$ cat src/rtl/mem_wb_if.sv
// MEM -> WB bundle: MEM-stage instruction fields in, regfile write port and fault flag out.
// The slave modport is the write-back stage; the master modport is whoever drives MEM results.
interface mem_wb_if #(
    parameter int DATA_W = 32,
    parameter int ADDR_W = 5
);
    logic              mem_valid;
    logic              mem_wreg;
    logic [ADDR_W-1:0] mem_waddr;
    logic [DATA_W-1:0] mem_wdata;
    logic              mem_load;
    logic [2:0]        mem_funct3;
    logic [1:0]        mem_addr_lo;

    logic              wb_valid;
    logic              wb_we;
    logic [ADDR_W-1:0] wb_waddr;
    logic [DATA_W-1:0] wb_wdata;
    logic              wb_exc;

    modport master (
        output mem_valid, mem_wreg, mem_waddr, mem_wdata, mem_load, mem_funct3, mem_addr_lo,
        input  wb_valid, wb_we, wb_waddr, wb_wdata, wb_exc
    );

    modport slave (
        input  mem_valid, mem_wreg, mem_waddr, mem_wdata, mem_load, mem_funct3, mem_addr_lo,
        output wb_valid, wb_we, wb_waddr, wb_wdata, wb_exc
    );
endinterface

$ cat src/rtl/mem_wb.sv
// Write-back pipeline register: load byte/halfword extraction, misaligned/illegal load detection.
// Optional retire counter output wb_retired enabled by defining MEM_WB_RETIRE_CNT_EN.
module mem_wb #(
    parameter int DATA_W = 32,
    parameter int ADDR_W = 5
) (
    input  logic        clk,
    input  logic        rst,
    input  logic        rdy,
    input  logic        flush_i,
`ifdef MEM_WB_RETIRE_CNT_EN
    output logic [63:0] wb_retired,
`endif
    mem_wb_if.slave     bus
);

    localparam logic [2:0] F3_LB  = 3'b000;
    localparam logic [2:0] F3_LH  = 3'b001;
    localparam logic [2:0] F3_LW  = 3'b010;
    localparam logic [2:0] F3_LBU = 3'b100;
    localparam logic [2:0] F3_LHU = 3'b101;

    logic              valid_q, valid_d;
    logic              we_q,    we_d;
    logic [ADDR_W-1:0] waddr_q, waddr_d;
    logic [DATA_W-1:0] wdata_q, wdata_d;
    logic              exc_q,   exc_d;

    logic [7:0]        byte_sel;
    logic [15:0]       half_sel;
    logic [DATA_W-1:0] load_data;
    logic              fault;
    logic              capture;

    assign byte_sel = bus.mem_wdata[8*bus.mem_addr_lo +: 8];
    assign half_sel = bus.mem_wdata[16*bus.mem_addr_lo[1] +: 16];

    // NOTE: every always_comb output gets a default first so no path can infer a latch.
    always_comb begin
        load_data = bus.mem_wdata;
        fault     = 1'b0;
        if (bus.mem_load) begin
            unique case (bus.mem_funct3)
                F3_LB:   load_data = {{(DATA_W-8){byte_sel[7]}}, byte_sel};
                F3_LBU:  load_data = {{(DATA_W-8){1'b0}}, byte_sel};
                F3_LH: begin
                    load_data = {{(DATA_W-16){half_sel[15]}}, half_sel};
                    fault     = bus.mem_addr_lo[0];
                end
                F3_LHU: begin
                    load_data = {{(DATA_W-16){1'b0}}, half_sel};
                    fault     = bus.mem_addr_lo[0];
                end
                F3_LW:   fault = |bus.mem_addr_lo;
                default: fault = 1'b1;
            endcase
        end
    end

    assign capture = rdy && !flush_i && bus.mem_valid;

    always_comb begin
        valid_d = 1'b0;
        we_d    = 1'b0;
        waddr_d = '0;
        wdata_d = '0;
        exc_d   = 1'b0;
        if (!rdy) begin
            valid_d = valid_q;
            we_d    = we_q;
            waddr_d = waddr_q;
            wdata_d = wdata_q;
            exc_d   = exc_q;
        end else if (capture) begin
            valid_d = 1'b1;
            waddr_d = bus.mem_waddr;
            // A faulting load keeps its destination for trap reporting but never writes.
            if (fault) begin
                exc_d = 1'b1;
            end else begin
                we_d    = bus.mem_wreg;
                wdata_d = load_data;
            end
        end
    end

    // NOTE: sequential state uses non-blocking assignments so all registers update together.
    always_ff @(posedge clk or posedge rst) begin
        if (rst) begin
            valid_q <= 1'b0;
            we_q    <= 1'b0;
            waddr_q <= '0;
            wdata_q <= '0;
            exc_q   <= 1'b0;
        end else begin
            valid_q <= valid_d;
            we_q    <= we_d;
            waddr_q <= waddr_d;
            wdata_q <= wdata_d;
            exc_q   <= exc_d;
        end
    end

    assign bus.wb_valid = valid_q;
    assign bus.wb_we    = we_q;
    assign bus.wb_waddr = waddr_q;
    assign bus.wb_wdata = wdata_q;
    assign bus.wb_exc   = exc_q;

`ifdef MEM_WB_RETIRE_CNT_EN
    logic [63:0] retired_q, retired_d;

    always_comb begin
        retired_d = retired_q;
        if (capture && !fault) retired_d = retired_q + 64'd1;
    end

    always_ff @(posedge clk or posedge rst) begin
        if (rst) retired_q <= '0;
        else     retired_q <= retired_d;
    end

    assign wb_retired = retired_q;
`endif

endmodule

$ cat src/flat_wrapper.sv
// flat-port wrapper written by rule: the top's interface ports become plain ports
module mem_wb_flat 
#(
    parameter int DATA_W = 32,
    parameter int ADDR_W = 5
)
  (clk, rst, rdy, flush_i, bus_mem_valid, bus_mem_wreg, bus_mem_waddr, bus_mem_wdata, bus_mem_load, bus_mem_funct3, bus_mem_addr_lo, bus_wb_valid, bus_wb_we, bus_wb_waddr, bus_wb_wdata, bus_wb_exc);
  mem_wb_if #(.DATA_W(DATA_W), .ADDR_W(ADDR_W)) bus_i ();
  input  logic clk;
  input  logic rst;
  input  logic rdy;
  input  logic flush_i;
  input wire logic [$bits(bus_i.mem_valid)-1:0] bus_mem_valid;
  input wire logic [$bits(bus_i.mem_wreg)-1:0] bus_mem_wreg;
  input wire logic [$bits(bus_i.mem_waddr)-1:0] bus_mem_waddr;
  input wire logic [$bits(bus_i.mem_wdata)-1:0] bus_mem_wdata;
  input wire logic [$bits(bus_i.mem_load)-1:0] bus_mem_load;
  input wire logic [$bits(bus_i.mem_funct3)-1:0] bus_mem_funct3;
  input wire logic [$bits(bus_i.mem_addr_lo)-1:0] bus_mem_addr_lo;
  output wire logic [$bits(bus_i.wb_valid)-1:0] bus_wb_valid;
  output wire logic [$bits(bus_i.wb_we)-1:0] bus_wb_we;
  output wire logic [$bits(bus_i.wb_waddr)-1:0] bus_wb_waddr;
  output wire logic [$bits(bus_i.wb_wdata)-1:0] bus_wb_wdata;
  output wire logic [$bits(bus_i.wb_exc)-1:0] bus_wb_exc;
  assign bus_i.mem_valid = bus_mem_valid;
  assign bus_i.mem_wreg = bus_mem_wreg;
  assign bus_i.mem_waddr = bus_mem_waddr;
  assign bus_i.mem_wdata = bus_mem_wdata;
  assign bus_i.mem_load = bus_mem_load;
  assign bus_i.mem_funct3 = bus_mem_funct3;
  assign bus_i.mem_addr_lo = bus_mem_addr_lo;
  assign bus_wb_valid = bus_i.wb_valid;
  assign bus_wb_we = bus_i.wb_we;
  assign bus_wb_waddr = bus_i.wb_waddr;
  assign bus_wb_wdata = bus_i.wb_wdata;
  assign bus_wb_exc = bus_i.wb_exc;
  mem_wb #(.DATA_W(DATA_W), .ADDR_W(ADDR_W)) u_core (.clk(clk), .rst(rst), .rdy(rdy), .flush_i(flush_i), .bus(bus_i));
endmodule
$ cat config.mk
export PLATFORM = sky130hd
export DESIGN_NAME = mem_wb_flat
export DESIGN_NICKNAME = d
export VERILOG_FILES = /design/src/rtl/mem_wb_if.sv /design/src/rtl/mem_wb.sv /design/src/flat_wrapper.sv
export SDC_FILE = /design/constraint.sdc
export NUM_CORES = 1
export LEC_CHECK = 0
export CELL_PAD_IN_SITES_DETAIL_PLACEMENT = 0
export CELL_PAD_IN_SITES_GLOBAL_PLACEMENT = 2
export CORE_MARGIN = 1
export CORE_UTILIZATION = 28
export DETAILED_ROUTE_END_ITERATION = 10
export GPL_ROUTABILITY_DRIVEN = 0
export GPL_TIMING_DRIVEN = 0
export PLACE_DENSITY_LB_ADDON = 0.1
export SKIP_LAST_GASP = 1
export SYNTH_ARGS = -nofsm -noshare
export SYNTH_HDL_FRONTEND = slang
export SYNTH_SLANG_ARGS = --single-unit
$ cat constraint.sdc
create_clock -name clk -period 2.45 [get_ports clk]
set_input_delay 0.49 -clock clk [delete_from_list [all_inputs] [get_ports clk]]
set_output_delay 0.49 -clock clk [all_outputs]
set_load 0.005 [all_outputs]
======== Word-level counts from Yosys, hierarchy flattened ========
Cells that the tools add are included.
storage, ports and cells
  register bits after elaboration ......... 40
  input bits .............................. 49
  output and inout bits ................... 40
  logic and storage cells ................. 30
operators by class
  shifts and indexed selects .............. 2
  reduce and logical (&&, ||, !) cells .... 7
  muxes and demuxes ....................... 12
  equal/unequal tests ..................... 4
operators by type and width
  cell                  count
  $pmux W32 S4          1
  $mux W32              3
  $shiftx A32 B6 Y16    1
  $shiftx A32 B6 Y8     1
  $eq A3 B3 Y1 const B  2
  $mux W1               6
  $reduce_or A2 Y1      3
  $mux W5               1
  $eq A3 B1 Y1 const B  1
  $eq A3 B2 Y1 const B  1
  $logic_not A3 Y1      1
  $pmux W1 S3           1
  $logic_and A1 B1 Y1   2
  $logic_not A1 Y1      1

======== Longest topological paths before layout ========
Gate-level depths: netlist of the first run.
  depth after elaboration ................. 6
  mapped depth ............................ 6
  depth with buffers taken out ............ 4

======== Worst setup path after synthesis of the first run ========
Ideal clock, no wire load.
  kind .................................... input to register
  start point ............................. input bus_mem_addr_lo[1]
  end point ............................... register u_core.wdata_q[4] (netlist: u_core.bus.wb_wdata[4])
  stages .................................. 5
  path buffers ............................ 2
  library setup time ...................... 0.083 ns
  arrival time ............................ 1.643 ns
  slack ................................... 0.723 ns
  data required time ...................... 2.367 ns
  cell sequence ........................... buf_6 or4_4 a31o_4 buf_6 o22ai_1
on the way
  cells in the longest elaborated chain, start to end .. 5
  elaborated cells between the ends (all ways) .. 9
  those cells by class .................... shift (2); mux (6); reduce/logical (1)
RTL lines
  what                                              RTL line            RTL
  start: declaration                                flat_wrapper.sv:19  input wire logic [$bits(bus_i.mem_addr_lo)-1:0] bus_mem_addr_lo;
  $shiftx A32 B6 Y16, or another cell as far along  mem_wb.sv:36        assign half_sel = bus.mem_wdata[16*bus.mem_addr_lo[1] +: 16];
  $pmux W32 S4 or $pmux W1 S3 (tied branches)       mem_wb.sv:43        unique case (bus.mem_funct3)
  $mux W32 or $mux W1 (tied branches)               mem_wb.sv:42        if (bus.mem_load) begin
  $mux W32 *                                        mem_wb.sv:78        if (fault) begin
  $mux W32 *                                        mem_wb.sv:74        end else if (capture) begin
  end signal: assignment                            mem_wb.sv:99        wdata_q <= wdata_d;
  end: declaration                                  mem_wb.sv:26        logic [DATA_W-1:0] wdata_q, wdata_d;
Mark *: on every way between the ends. The rest lies on a longest branch, timed or not.
A chain may end at the register's enable or synchronous reset.

======== Worst setup path in the final report of the first run ========
  start point ............................. input bus_mem_load
  end point ............................... register u_core.wdata_q[30] (netlist: u_core.bus.wb_wdata[30])
on the way
  cells in the longest elaborated chain, start to end .. 3
  elaborated cells between the ends (all ways) .. 4
  those cells by class .................... mux (4)
RTL lines
  what                                 RTL line            RTL
  start: declaration                   flat_wrapper.sv:17  input wire logic [$bits(bus_i.mem_load)-1:0] bus_mem_load;
  $mux W32 or $mux W1 (tied branches)  mem_wb.sv:42
  $mux W32 *                           mem_wb.sv:78
  $mux W32 *                           mem_wb.sv:74
Marked as above.

==> flow_summary.json, run 1 <==
{
  "tritoncts.num_buffers": 5,
  "ios": 89,
  "synth_warnings": 0,
  "cts_tree": "done",
  "regToRegStartpoint": "u_core.bus.wb_wdata[13]",
  "leading_cell_type_in_the_layout_fill_and_taps_excluded": "sky130_fd_sc_hd__clkdlybuf4s50_1",
  "largest_net_degree_at_the_start_of_global_routing": 40,
  "timing.setup.critical_path_class": "in2reg",
  "cellLeakagePower_uw": 0.001338,
  "slew_headroom": 0.5728,
  "clock_tree.root_cell": "sky130_fd_sc_hd__clkbuf_8",
  "avgSynthCellArea_um2": 9.823,
  "final.period_utilization": 0.8726,
  "antenna_violations_before_repair": 0,
  "postRouteAntennaNets": 0,
  "worstPathMaxFanout": 10,
  "mappedNetlistArea_um2": 2308,
  "setup_viol": 0,
  "synth_enable_flop_cells": 0,
  "grt_pass1_wl_mm": 11.59,
  "finalClockSkew_ns": 0,
  "timing.critical_path.from": "bus_mem_load",
  "cts_setup_buffers": 0,
  "die_height_um": 92.80,
  "vias_per_cell": 4.863,
  "period_needed_ns": 2.138,
  "finalHoldViolCount": 0,
  "worst-endpoint-required_ns": 2.67,
  "max-cap-violations": 0,
  "post-place-ws_ns": 0.007890,
  "drc_errors": 0,
  "fraction_of_final_layout_cells_sized_beyond_drive_strength_1": 0.1212,
  "synth_cell_type_count": 30,
  "worst_vdd_rail_ir_drop_uv": 229.0,
  "hold_class": "in2async",
  "synth.largest_area_cell": "sky130_fd_sc_hd__dfrtp_1",
  "postLayoutSetupSlackWorst_ns": 0.3122,
  "design.final.nets": 378,
  "cts-root-to-sink-buffers": 2,
  "die-width_um": 92.80,
  "maxClockFrequency_mhz": 467.8,
  "timing.setup.tns_ns": 0,
  "maxSlewViolCount": 0,
  "synth_top_cells_by_area": "sky130_fd_sc_hd__dfrtp_1 (43%), sky130_fd_sc_hd__o22ai_2 (11%), sky130_fd_sc_hd__o22ai_1 (7.6%), sky130_fd_sc_hd__inv_1 (6.7%), sky130_fd_sc_hd__a22oi_1 (5.2%)",
  "cts_hold_buf": 0,
  "detail_route.iter0.violations": 134,
  "clock_insertion_delay_worst_skew_ns": 0.29,
  "syn-num-nets": 284,
  "seq_area_frac_synth": 0.4336,
  "cts.repair.resized": 0,
  "gr-total-overflow": 0,
  "rows": 32,
  "worstSetupStartpointType": "input port",
  "rsz0062_at_grt": "no",
  "post-synth-top-area-fraction": 0.4336,
  "netlist_instances": 235,
  "design.die.area_um2": 8612,
  "core_area_um2": 7848,
  "async_flop_share": 1.000,
  "critical_path_arrival_ns": 2.35,
  "global_route_usage_sum": 0.1765,
  "detailroute.via_count": 2101,
  "initial_utilization": 0.2942,
  "cts-htree-levels": 2,
  "antenna_cells": 0,
  "tightestPinTransition_ns": 0.6230,
  "cts_sinks": 40,
  "outcome": "completed",
  "first_global_vias": 2111,
  "dpl.hpwl_mm": 5.422,
  "final_cell_mix": "sky130_fd_sc_hd__clkdlybuf4s50_1 (86), sky130_fd_sc_hd__inv_1 (40), sky130_fd_sc_hd__dfrtp_1 (40)",
  "synth_flop_cell": "sky130_fd_sc_hd__dfrtp_1",
  "drt_pass1_iterations": 5,
  "endpoint_kind": "flop",
  "routedWlPerCell_um": 16.62,
  "io_buffer_count": 86,
  "finalWirelength_mm": 7.179,
  "area_growth_from_synthesis_to_final_layout_pct": 48.35,
  "flip_flop_and_latch_count_after_synthesis": 40,
  "cts.reportedPaths.clkPinSlew_ns": 0.08,
  "power_density_nw_per_um2": 483.5
}
==> synth_stat cells, drive strengths merged (3+ instances only) <==
cell type / number
a21o: 6
a21oi: 7
a222oi: 3
a22oi: 16
buf: 7
clkbuf: 11
clkinv: 3
dfrtp: 40
inv: 41
mux2: 7
mux2i: 5
nand2: 9
nand2b: 7
nor2: 3
o21ai: 10
o22ai: 48
==> worst paths after layout <==
check / end / cells past startpoint / slack [ns]
setup / recovery: u_core.bus.wb_wdata[30] / 7 / 0.31
hold / removal: u_core.bus.wb_waddr[0] / 2 / 0.37
setup reg to reg: u_core.bus.wb_wdata[13] / 2 / 1.78
hold reg to reg: u_core.bus.wb_wdata[15] / 2 / 0.52
max in group asynchronous: u_core.bus.wb_wdata[2] / 3 / 1.68
min in group clk: u_core.bus.wb_wdata[15] / 2 / 0.52
==> final cells by class <==
type                    instances  area, um^2
flip-flops and latches         40        1001
multi-input cells             133        1049
well taps                     102       127.6
clock inverters                 2       35.03
clock buffers                   6       72.57
inverters                      44       165.2
fillers                       855        4423
plain buffers                  18       93.84
repair buffers                 87       880.8
==> layer usage <==
metal | vias up | GRT usage | wire [um] | share of wire
li1 | 1035 | - | - | -
met1 | 987 | 0.2464 | 3301 | 0.46
met2 | 75 | 0.2819 | 3428 | 0.48
met3 | 4 | 0.03120 | 402 | 0.056
met4 | 0 | 0.04231 | 47 | 0.0065
met5 | - | 0 | 0 | 0
==> critical path, cell delays in order <==
cell and delay (ns):
sky130_fd_sc_hd__clkdlybuf4s50_1 0.64, sky130_fd_sc_hd__nand2b_1 0.08, sky130_fd_sc_hd__buf_2 0.19, sky130_fd_sc_hd__nor2_2 0.28, sky130_fd_sc_hd__clkbuf_1 0.38, sky130_fd_sc_hd__a22oi_1 0.17, sky130_fd_sc_hd__o22ai_2 0.11
==> where the power goes <==
part	leakage [uW]	total (uW)	internal (uW)	switching, uW
combinational	0.000739	401	214	186
clock	0.0000552	543	303	240
sequential	0.000544	713	695	18.0
total	0.00134	1660	1210	444
==> logic make-up after synthesis <==
group	after synthesis	synth area share
AOI/OAI and AO/OA	93	0.3263
buffers and inverters	62	0.1122
DFF	40	0.4336
and+or+nand+nor	27	0.06233
muxes	13	0.06558
==> registers in the layout (all words and copies together), names as in the netlist <==
signal,cells
u_core.bus.wb_exc,1
u_core.bus.wb_valid,1
u_core.bus.wb_waddr,5
u_core.bus.wb_wdata,32
u_core.bus.wb_we,1
==> through the flow <==
step,util,hold slack [ns],area [um^2],cells,power (uW)
after floorplan,-,0.5077,2308,235,912.4
after global placement,0.4201,0.5051,3297,423,1124
after detailed placement,0.4227,0.5032,3317,424,1130
after CTS,0.4364,0.3602,3425,432,1685
after global routing,0.4364,0.3701,3425,432,1739
final,0.4364,0.3706,3425,432,1656
No activity file was read; power rests on OpenSTA's default activity.
==> inputs of run 2 (changes only) <==
--- a/config.mk
+++ b/config.mk
@@ -8,7 +8,7 @@
 export CELL_PAD_IN_SITES_DETAIL_PLACEMENT = 0
 export CELL_PAD_IN_SITES_GLOBAL_PLACEMENT = 2
 export CORE_MARGIN = 1
-export CORE_UTILIZATION = 28
+export CORE_UTILIZATION = 26
 export DETAILED_ROUTE_END_ITERATION = 10
 export GPL_ROUTABILITY_DRIVEN = 0
 export GPL_TIMING_DRIVEN = 0
==> constraint.sdc (replaced) <==
create_clock -name clk -period 2 [get_ports clk]
set_input_delay 0.4 -clock clk [delete_from_list [all_inputs] [get_ports clk]]
set_output_delay 0.4 -clock clk [all_outputs]
set_load 0.005 [all_outputs]
==> flow_summary.json, run 2 (synthesis gave the netlist of run 1 again) <==
{
  "global_route_usage_sum": 0.1703,
  "dpl.cell_count": 430,
  "rsz0062_at_grt": "yes",
  "power_density_nw_per_um2": 654.8,
  "detail_route.iter0.violations": 111,
  "first_global_vias": 2122,
  "hold_class": "in2async",
  "path_delay_family": "buffers and inverters",
  "final.period_utilization": 0.9606,
  "finalClockSkew_ns": 0,
  "rows": 34,
  "timing.setup.tns_ns": 0,
  "io_buffer_count": 86,
  "area_growth_from_synthesis_to_final_layout_pct": 52.52,
  "worst_vdd_rail_ir_drop_uv": 442.0,
  "slowest_stage": "sky130_fd_sc_hd__clkdlybuf4s50_1",
  "period_needed_ns": 1.921,
  "slew_headroom": 0.5666,
  "core_area_um2": 8678,
  "leading_cell_type_in_the_layout_fill_and_taps_excluded": "sky130_fd_sc_hd__clkdlybuf4s50_1",
  "maxSlewViolCount": 0,
  "register_area_um2": 1001,
  "maxClockFrequency_mhz": 520.5,
  "finalWirelength_mm": 7.492,
  "drt_pass1_iterations": 4,
  "antenna_violations_before_repair": 0,
  "postRouteAntennaNets": 0,
  "cts-root-to-sink-buffers": 2,
  "design.die.area_um2": 9259,
  "critical_path_arrival_ns": 2.08,
  "multi_input_comb_area_um2": 1061,
  "worstPathMaxFanout": 10,
  "cts.reportedPaths.clkPinSlew_ns": 0.09,
  "finalHoldViolCount": 0,
  "die_height_um": 96.23,
  "design.final.nets": 381,
  "final_cell_count_no_fill": 441,
  "tightestPinTransition_ns": 0.6501,
  "cts-htree-levels": 2,
  "gr-total-overflow": 0,
  "initial_utilization": 0.2660,
  "cpPeakStageDelay_ns": 0.49,
  "antenna_cells": 0,
  "tritoncts.num_buffers": 5,
  "max-cap-violations": 0,
  "setup_viol": 0,
  "timing.setup.critical_path_class": "in2reg",
  "largest_reg_flops": 32,
  "cts_tree": "done",
  "grt_pass1_wl_mm": 11.59,
  "endpoint_kind": "flop",
  "detailroute.via_count": 2127,
  "largest_net_degree_at_the_start_of_global_routing": 26,
  "drc_errors": 0,
  "clock_insertion_delay_worst_skew_ns": 0.29,
  "clock_tree.root_cell": "sky130_fd_sc_hd__clkbuf_8",
  "final_cell_mix": "sky130_fd_sc_hd__clkdlybuf4s50_1 (85), sky130_fd_sc_hd__inv_1 (40), sky130_fd_sc_hd__dfrtp_1 (40)",
  "worstPathCellList": "clkdlybuf4s50_1 -> nand2b_1 -> buf_2 -> clkbuf_2 -> a222oi_1 -> o22ai_1",
  "vias_per_cell": 4.823,
  "fraction_of_final_layout_cells_sized_beyond_drive_strength_1": 0.1441,
  "critical_path_buf_inv_count": 3,
  "fillerInstances": 922,
  "dpl.hpwl_mm": 5.645,
  "ios": 89,
  "die-width_um": 96.23,
  "routedWlPerCell_um": 16.99,
  "outcome": "completed",
  "worstSetupStartpointType": "input port",
  "cellLeakagePower_uw": 0.001389,
  "worst-endpoint-required_ns": 2.16,
  "cts_sinks": 40
}
-- run 2: changes by cell type in the layout (fill, tap and decap cells not counted), sizes merged --
cell / previous run / this run
buf: 8 / 11
bufinv: 1 / 3
clkbuf: 17 / 16
clkdlybuf4s50: 86 / 85
clkinv: 4 / 3
dlygate4sd2: 0 / 1
-- run 2: repair_timing --
item                                    CTS  global route
resized for setup                         4             3
buffers inserted                          0             3
pin swaps                                 1             3
hold buffers                              0             0
endpoints found under the setup margin   14            22
-- run 2: per-stage QoR --
stage          instance area, um^2  power [uW]  worst slack, ns  utilization  hold slack (ns)
2_1_floorplan                 2308        1118           0.3635            -           0.5077
3_3_place_gp                  3304        1384          -0.4225       0.3808           0.5026
3_5_place_dp                  3324        1389          -0.4502       0.3831           0.5027
4_1_cts                       3488        2331         0.003083       0.4020           0.3984
5_1_grt                       3521        2426         -0.03999       0.4057           0.4253
6_report                      3521        2306          0.07889       0.4057           0.3899
-- run 2: layer usage --
metal / share of wire / global-route usage / wire [um] / vias to the layer above
met5: 0 / 0 / 0 / -
met4: 0.015 / 0.04104 / 115 / 0
met3: 0.072 / 0.03239 / 537 / 7
met2: 0.44 / 0.2606 / 3303 / 93
li1: - / - / - / 1040
met1: 0.47 / 0.2451 / 3536 / 987
-- run 2: final cells by class --
| type | count | area share |
|---|---|---|
| Tap cell | 108 | 0.03838 |
| Multi-Input combinational cell | 133 | 0.3014 |
| Clock buffer | 5 | 0.01955 |
| Buffer | 18 | 0.02772 |
| Sequential cell | 40 | 0.2843 |
| Timing Repair Buffer | 90 | 0.2562 |
| Inverter | 44 | 0.04691 |
| Clock inverter | 3 | 0.02559 |
-- run 2: final timing paths --
kind	to	startpoint	cells after the start	slack (ns)
worst max-delay path	u_core.bus.wb_wdata[5]	bus_mem_funct3[1]	6	0.08
worst min-delay path	u_core.bus.wb_waddr[2]	rst	2	0.39
worst max register to register	u_core.bus.wb_wdata[0]	u_core.bus.wb_wdata[0]	2	1.32
worst min register to register	u_core.bus.wb_we	u_core.bus.wb_we	2	0.51
max in group asynchronous	u_core.bus.wb_wdata[11]	rst	3	1.15
min in group clk	u_core.bus.wb_waddr[1]	rdy	3	0.50
-- run 2: where the power goes --
part | total, uW | leakage, uW | internal, uW | switching, uW
logic | 501 | 0.000766 | 268 | 233
registers | 873 | 0.000544 | 851 | 22.3
clock network | 931 | 0.0000784 | 625 | 307
==> inputs of run 3 (changes only) <==
==> constraint.sdc (replaced) <==
create_clock -name clk -period 2 [get_ports clk]
set_input_delay 0.2 -clock clk [delete_from_list [all_inputs] [get_ports clk]]
set_output_delay 0.2 -clock clk [all_outputs]
set_load 0.005 [all_outputs]
==> flow_summary.json, run 3 (synthesis gave the netlist of run 1 again) <==
{
  "outcome": "completed",
  "clock_insertion_delay_worst_skew_ns": 0.29,
  "clock_tree.root_cell": "sky130_fd_sc_hd__clkbuf_8",
  "cts_sinks": 40,
  "worstSetupStartpointType": "input port",
  "largest_reg_flops": 32,
  "finalHoldViolCount": 0,
  "cellInternalPower_uw": 1739,
  "area_growth_from_synthesis_to_final_layout_pct": 51.27,
  "finalClockSkew_ns": 0,
  "cts-htree-levels": 2,
  "core_area_um2": 8678,
  "ff2ff_path_depth": 2,
  "finalWirelength_mm": 7.483,
  "grt_pass1_wl_mm": 11.56,
  "max-cap-violations": 0,
  "vias_per_cell": 4.811,
  "regToRegStartpoint": "u_core.bus.wb_wdata[0]",
  "final.period_utilization": 0.8979,
  "cts-root-to-sink-buffers": 2,
  "design.die.area_um2": 9259,
  "drc_errors": 0,
  "clock_power_share": 0.405,
  "tightestPinTransition_ns": 0.6703,
  "maxSlewViolCount": 0,
  "endpoint_kind": "flop",
  "overall_power_uw": 2299,
  "worst_vdd_rail_ir_drop_uv": 440.6,
  "antenna_violations_before_repair": 0,
  "setup_viol": 0,
  "design.final.nets": 378,
  "postLayoutSetupSlackWorst_ns": 0.2042,
  "netSwitchingPower_uw": 560.1,
  "dpl.hpwl_mm": 5.645,
  "worstPathMaxFanout": 9,
  "cpPeakStageDelay_ns": 0.58,
  "io_buffer_count": 86,
  "postRouteAntennaNets": 0,
  "detailroute.via_count": 2107,
  "initial_utilization": 0.2660,
  "power_density_nw_per_um2": 658.4,
  "timing.setup.critical_path_class": "in2reg",
  "timing.critical_path.from": "bus_mem_funct3[0]",
  "hold_class": "in2async",
  "ios": 89,
  "tritoncts.num_buffers": 5,
  "die-width_um": 96.23,
  "gr-total-overflow": 0,
  "maxClockFrequency_mhz": 556.9,
  "largest_net_degree_at_the_start_of_global_routing": 26,
  "cts_tree": "done",
  "crit_cells": 5,
  "global_route_usage_sum": 0.1701,
  "worstPathCellList": "clkdlybuf4s50_1 -> or4_4 -> a31oi_4 -> o221ai_1 -> o21ai_1",
  "period_needed_ns": 1.796,
  "rows": 34,
  "post-place-ws_ns": -0.2502,
  "routedWlPerCell_um": 17.08,
  "cts.reportedPaths.clkPinSlew_ns": 0.08,
  "critical_path_arrival_ns": 2.01,
  "switching_share": 0.2436,
  "worst-endpoint-required_ns": 2.22,
  "drt_pass1_iterations": 4,
  "die_height_um": 96.23,
  "slew_headroom": 0.5531,
  "cellLeakagePower_uw": 0.001377,
  "slowest_stage": "sky130_fd_sc_hd__or4_4",
  "critical_path_buf_inv_count": 1,
  "rsz0062_at_grt": "no",
  "whs_ns": 0.1907,
  "antenna_cells": 0,
  "fraction_of_final_layout_cells_sized_beyond_drive_strength_1": 0.1333,
  "detail_route.iter0.violations": 115,
  "share_seq_of_total_power": 0.380,
  "first_global_vias": 2120,
  "final_cell_count_no_fill": 438,
  "leading_cell_type_in_the_layout_fill_and_taps_excluded": "sky130_fd_sc_hd__clkdlybuf4s50_1",
  "final_cell_mix": "sky130_fd_sc_hd__clkdlybuf4s50_1 (85), sky130_fd_sc_hd__inv_1 (40), sky130_fd_sc_hd__dfrtp_1 (40)",
  "dpl.cell_count": 430,
  "cts_hold_buf": 0,
  "combPwrFrac": 0.216,
  "path_delay_family": "compound AO/OA/AOI/OAI gates"
}
run 3: cell count changes in the layout (fill, tap and decap cells not counted):
cell | previous run | this run
sky130_fd_sc_hd__dlygate4sd2_1 | 1 | 0
sky130_fd_sc_hd__buf_4 | 3 | 0
sky130_fd_sc_hd__mux2i_4 | 1 | 0
sky130_fd_sc_hd__clkbuf_2 | 3 | 2
sky130_fd_sc_hd__clkbuf_1 | 8 | 9
sky130_fd_sc_hd__mux2i_2 | 0 | 1
sky130_fd_sc_hd__dlymetal6s2s_1 | 0 | 1
run 3: what timing repair did:
item,4_1_cts,5_1_grt
resized for setup,0,6
setup endpoints to repair,0,11
setup buffers,0,0
run 3: metal layers:
metal	vias up	track usage	wire (um)
li1	1033	-	-
met1	986	0.2439	3603
met2	81	0.2612	3296
met3	7	0.03239	472
met4	0	0.04104	111
met5	-	0	0
run 3: through the flow:
| step | instance area, um^2 | TNS (ns) | utilization |
|---|---|---|---|
| after CTS | 3483 | 0 | 0.4014 |
| after floorplan | 2308 | 0 | - |
| final | 3492 | 0 | 0.4024 |
| after global routing | 3492 | 0 | 0.4024 |
| after global placement | 3304 | -10.10 | 0.3808 |
| after detailed placement | 3324 | -3.232 | 0.3831 |
run 3: worst paths after layout:
| path | end | slack, ns |
|---|---|---|
| setup reg to reg | u_core.bus.wb_wdata[0] | 1.32 |
| min in group clk | u_core.bus.wb_waddr[1] | 0.31 |
| setup / recovery | u_core.bus.wb_wdata[15] | 0.20 |
| max in group asynchronous | u_core.bus.wb_wdata[11] | 1.34 |
| hold / removal | u_core.bus.wb_waddr[2] | 0.19 |
| hold reg to reg | u_core.bus.wb_we | 0.51 |
run 3: power groups by stage:
| stage | Sequential (uW) | Clock, uW | Combinational, uW |
|---|---|---|---|
| global route | 880 | 996 | 544 |
| finish | 873 | 930 | 496 |
| floorplan | 892 | 0 | 225 |
| detailed placement | 891 | 0 | 499 |
| CTS | 874 | 954 | 501 |
| global placement | 890 | 0 | 494 |
run 3: final cells by class:
class                   instances  area [um^2]
fillers                       924         5186
multi-input cells             133         1052
flip-flops and latches         40         1001
repair buffers                 87        883.3
inverters                      44        165.2
well taps                     108        135.1
plain buffers                  18        96.34
clock inverters                 3        90.09
clock buffers                   5        68.82
